## config.mk

```make
export PLATFORM = sky130hd
export DESIGN_NAME = dflipflop_bank
export DESIGN_NICKNAME = d
export VERILOG_FILES = /design/src/rtl/dflipflop_bank.sv
export SDC_FILE = /design/constraint.sdc
export NUM_CORES = 1
export LEC_CHECK = 0
export CAP_MARGIN = 20
export CELL_PAD_IN_SITES_DETAIL_PLACEMENT = 0
export CELL_PAD_IN_SITES_GLOBAL_PLACEMENT = 1
export CORE_AREA = 3 3 88 81
export DETAILED_ROUTE_END_ITERATION = 16
export DIE_AREA = 0 0 91 84
export GPL_TIMING_DRIVEN = 0
export PLACE_DENSITY_LB_ADDON = 0.1
export SLEW_MARGIN = 20
export SYNTH_ARGS = -nofsm -noshare
export SYNTH_HDL_FRONTEND = slang
export SYNTH_SLANG_ARGS = --single-unit
```

## constraint.sdc

```tcl
create_clock -name clk -period 2.35 [get_ports clk]
set_clock_uncertainty 0.1 [all_clocks]
set_input_delay 0.235 -clock clk [delete_from_list [all_inputs] [get_ports clk]]
set_output_delay 0.235 -clock clk [all_outputs]
set_load 0.02 [all_outputs]
```

## src/rtl/dflipflop_bank.sv

```systemverilog
// Bank of DEPTH data stages, each paired with a valid bit, supporting hold, serial shift,
// parallel load and rotate. Stage data is registered; occupancy (fill/full) decodes directly from the valid bits.
module dflipflop_bank #(
    parameter int                WIDTH     = 8,
    parameter int                DEPTH     = 4,
    parameter logic [WIDTH-1:0]  RESET_VAL = '0
) (
    input  logic                               clk,
    input  logic                               reset,
    input  logic                               clr,
    input  logic                               en,
    input  logic [1:0]                         mode,
    input  logic [WIDTH-1:0]                   din,
    input  logic                               din_vld,
    input  logic [WIDTH*DEPTH-1:0]             pdin,
    output logic [WIDTH-1:0]                   dout,
    output logic                               vout,
    output logic [WIDTH*DEPTH-1:0]             pdout,
    output logic [$clog2(DEPTH+1)-1:0]         fill,
    output logic                               full
);

    localparam int FW = $clog2(DEPTH + 1);

    typedef enum logic [1:0] {
        MODE_HOLD   = 2'b00,
        MODE_SHIFT  = 2'b01,
        MODE_LOAD   = 2'b10,
        MODE_ROTATE = 2'b11
    } mode_e;

    // Number of set bits in a valid vector.
    function automatic logic [FW-1:0] popcount(input logic [DEPTH-1:0] v);
        logic [FW-1:0] cnt;
        cnt = '0;
        for (int i = 0; i < DEPTH; i++) begin
            cnt = cnt + FW'(v[i]);
        end
        return cnt;
    endfunction

    // Packed so that stage i maps onto bits [i*WIDTH +: WIDTH] of pdout.
    logic [DEPTH-1:0][WIDTH-1:0] stage_r;
    logic [DEPTH-1:0][WIDTH-1:0] stage_nxt_s;
    logic [DEPTH-1:0]            valid_r;
    logic [DEPTH-1:0]            valid_nxt_s;
    mode_e                       mode_s;

    assign mode_s = mode_e'(mode);

    // Next-state selection: clear wins over enable, enable gates the mode.
    always_comb begin
        stage_nxt_s = stage_r;
        valid_nxt_s = valid_r;
        if (clr) begin
            stage_nxt_s = {DEPTH{RESET_VAL}};
            valid_nxt_s = '0;
        end else if (en) begin
            case (mode_s)
                MODE_HOLD: begin
                    stage_nxt_s = stage_r;
                    valid_nxt_s = valid_r;
                end
                MODE_SHIFT: begin
                    stage_nxt_s[0] = din;
                    valid_nxt_s[0] = din_vld;
                    for (int i = 1; i < DEPTH; i++) begin
                        stage_nxt_s[i] = stage_r[i-1];
                        valid_nxt_s[i] = valid_r[i-1];
                    end
                end
                MODE_LOAD: begin
                    stage_nxt_s = pdin;
                    valid_nxt_s = '1;
                end
                MODE_ROTATE: begin
                    // With DEPTH=1 the last stage is stage 0, so this degenerates to hold.
                    stage_nxt_s[0] = stage_r[DEPTH-1];
                    valid_nxt_s[0] = valid_r[DEPTH-1];
                    for (int i = 1; i < DEPTH; i++) begin
                        stage_nxt_s[i] = stage_r[i-1];
                        valid_nxt_s[i] = valid_r[i-1];
                    end
                end
                default: begin
                    stage_nxt_s = stage_r;
                    valid_nxt_s = valid_r;
                end
            endcase
        end else begin
            stage_nxt_s = stage_r;
            valid_nxt_s = valid_r;
        end
    end

    // Stage and valid registers with asynchronous active-low reset.
    always_ff @(posedge clk or negedge reset) begin
        if (!reset) begin
            stage_r <= {DEPTH{RESET_VAL}};
            valid_r <= '0;
        end else begin
            stage_r <= stage_nxt_s;
            valid_r <= valid_nxt_s;
        end
    end

    assign dout  = stage_r[DEPTH-1];
    assign vout  = valid_r[DEPTH-1];
    assign pdout = stage_r;
    assign fill  = popcount(valid_r);
    assign full  = (fill == FW'(DEPTH));

endmodule

```

==> results.md <==
* Largest net degree at the start of global routing at 24
* Clock Sinks at 36
* Core box area at 6220 um^2
* Async set-reset flop share out of synthesis at 100%
* Syn nets at 211
* Die width at 91 um
* Die Y-Extent at 84 um
* Seq cells post-synth at 36
* Tot Pwr at 1.53 mW
* Top-count cell post-synth: dfrtp_1
* Worst hold path type: input port to async pin
* Die Footprint at 7640 um^2
* Number of buffer cells added on primary ports at 91
* Met2 wire length at 2.70 mm
* Final HPWL DP at 4.33 mm
* Vias in the first global route at 1749
* Fin Setup TNS at 0 ns
* Worst r2r src: dout[2]
* Pwr dens at 493 nW/um^2
* Crit. Startpoint: valid_r[3]
* Synth top area share at 46.7%
* Mean area per synthesized cell at 12.0 um^2
* Leakage at 1.30 nW
* Wire per inst at 17.4 um
* RSZ-0062 raised after global routing: true
* Syn-to-layout area delta at 60.9%
* IR drop worst, VDD at 0.000240 V
* Final Cycle Share at 98.7%
* Clock transition at path regs at 0.08 ns
* Slew headroom at 65.5%
* Slew Viols, Final at 0
* Post-place setup slack at -0.289 ns
* Status: finished clean
* Initial DRC Count at 20
* Via count at 1649
* CP endpoint kind: output port
* Top FF cell, synth: dfrtp_1
* Nets at 313
* Top cells by count, synth: dfrtp_1 (36), mux2i_1 (30), o2bb2ai_1 (27), nor2_1 (12), buf_4 (10)
* Synth area leaders: dfrtp_1 (47%), mux2i_1 (16%), o2bb2ai_1 (12%)
* Ant diodes at 0
* Sw frac at 28.6%
* GRT Residual Overflow at 0
* P_sw at 0.438 mW
* Placed Cells at 340
* DRC at 0
* Vias per inst at 4.70
* First-pass GRT wire length at 9.69 mm
* Top routing layer in use: met4
* CTS tree: done
* Number of fill cells at 590
* Detailed-router iteration count before antenna repair at 4
* Reg2reg end: pdout[2]
* Fin. Hold Viols at 0
* Flop pwr share at 43.9%
* IO Pins at 92
* CTS buffer count at 5
* Crit Path Max Fanout at 2
* GRT Resource Usage Total at 16.4%
* Type of origin of the critical path: flip-flop
* CP Data Required Time at 2.02 ns
* Placer Congestion at 0.719
* Pint at 1.09 mW
* Total wire length at 6.10 mm
* EDFF count, synth at 0
* Clock tree root buffer cell: clkbuf_8
* Worst R2R Path Depth at 3
* R2R setup slack at 1.25 ns
* Fin crit period at 2.32 ns
* Cell area after synthesis at 1930 um^2
* Final setup violation count at 0
* CTS Buffer Depth at 2
* H-tree depth at 2
* Synth unique cells at 23
* Met3 Wirelength at 366 um
* Metal1 wirelength at 2.97 mm
* Max_cap viols at 0
* Critical path class: flip-flop to output port
* Starting Density at 31.0%
* Total of warnings raised by yosys at 0
* Routed Antenna Nets at 0
* Initial antenna violation count at 0
* Worst skew pair latency at 0.29 ns
* Peak Freq at 0.431 GHz
* Largest area contributor in the synthesized netlist: dfrtp_1
* Critical Path AT at 1.98 ns
* Syn Inst Count at 161
* Share of cells above drive strength 1 at 15.2%
* Least-Margin Pin Slew at 0.518 ns
* Setup ws final at 0.0317 ns
* Final Util at 49.9%
* Sequential element share of the synthesized area at 46.7%
* Comb pwr share at 25.1%
* Clk network pwr share at 31.0%
* Non-filler cells, final at 351
* Cell Rows at 27
worst max path at each step:
stage / endpoint / slack (ns) / cells after the start
after floorplan: full / 0.02 / 6
after global placement: full / -0.27 / 7
after detailed placement: full / -0.29 / 7
after CTS: full / -0.005 / 7
after global routing: full / -0.04 / 7
final: full / 0.03 / 7
cell type report:
| class | count | area [um^2] | area share [%] |
|---|---|---|---|
| Clock buffer | 7 | 86.3 | 2.78 |
| Inverter | 5 | 18.8 | 0.605 |
| Buffer | 21 | 180 | 5.81 |
| Tap cell | 87 | 109 | 3.51 |
| Timing Repair Buffer | 95 | 945 | 30.5 |
| Clock inverter | 1 | 7.51 | 0.242 |
| Sequential cell | 36 | 901 | 29.0 |
| Multi-Input combinational cell | 99 | 855 | 27.6 |
stage by stage:
stage | instance area, um^2 | hold WS, ns
floorplan | 1940 | -0.161
global placement | 2960 | 0.403
detailed placement | 2970 | 0.0710
CTS | 3090 | 0.293
global route | 3100 | 0.320
finish | 3100 | 0.293
kinds of logic after synthesis:
logic type | synth area share (%)
and+or+nand+nor | 4.67
DFF | 46.7
adders and majority gates | 2.34
muxes | 15.6
AOI/OAI and AO/OA | 20.4
buffers and inverters | 10.3
registers in the layout (all words and copies together), names as in the netlist:
name and cells:
pdout 24, dout 8, valid_r 4
critical path: stages, from the launching register on:
cell	delay (ns)
dfrtp_1	0.37
inv_2	0.06
fa_1	0.53
inv_1	0.04
ha_2	0.17
ha_4	0.22
nor3b_4	0.17
buf_6	0.14
power groups by stage:
stage / clock network, mW / registers [mW] / logic (mW)
3_3_place_gp: 0 / 0.684 / 0.380
5_1_grt: 0.512 / 0.676 / 0.413
4_1_cts: 0.484 / 0.672 / 0.387
6_report: 0.475 / 0.672 / 0.383
2_1_floorplan: 0 / 0.710 / 0.153
3_5_place_dp: 0 / 0.683 / 0.386
repair_timing:
| action | CTS | global route |
|---|---|---|
| pin swaps | 1 | 0 |
| hold endpoints to repair | 13 | 0 |
| resized for setup | 15 | 1 |
| hold buffers | 1 | 0 |
| buffers inserted | 0 | 2 |
| setup endpoints to repair | 4 | 3 |
placed cells by master (no fill, tap or decap), types with 6 or more instances in the layout:
cell | netlist | final
clkdlybuf4s50_1 | 0 | 86
mux2i_1 | 30 | 30
o2bb2ai_1 | 27 | 27
nor2_1 | 12 | 12
buf_4 | 10 | 12
a22o_1 | 9 | 9
a21oi_1 | 8 | 8
buf_2 | 4 | 6
clkbuf_8 | 0 | 6
dfrtp_1 | 36 | 36
per-layer routing:
layer	global-route usage (%)	vias to the layer above
met5	0	-
met1	23.1	797
met4	4.52	0
li1	-	789
met2	24.8	56
met3	4.42	7
Power figures use the tool's default switching activity.
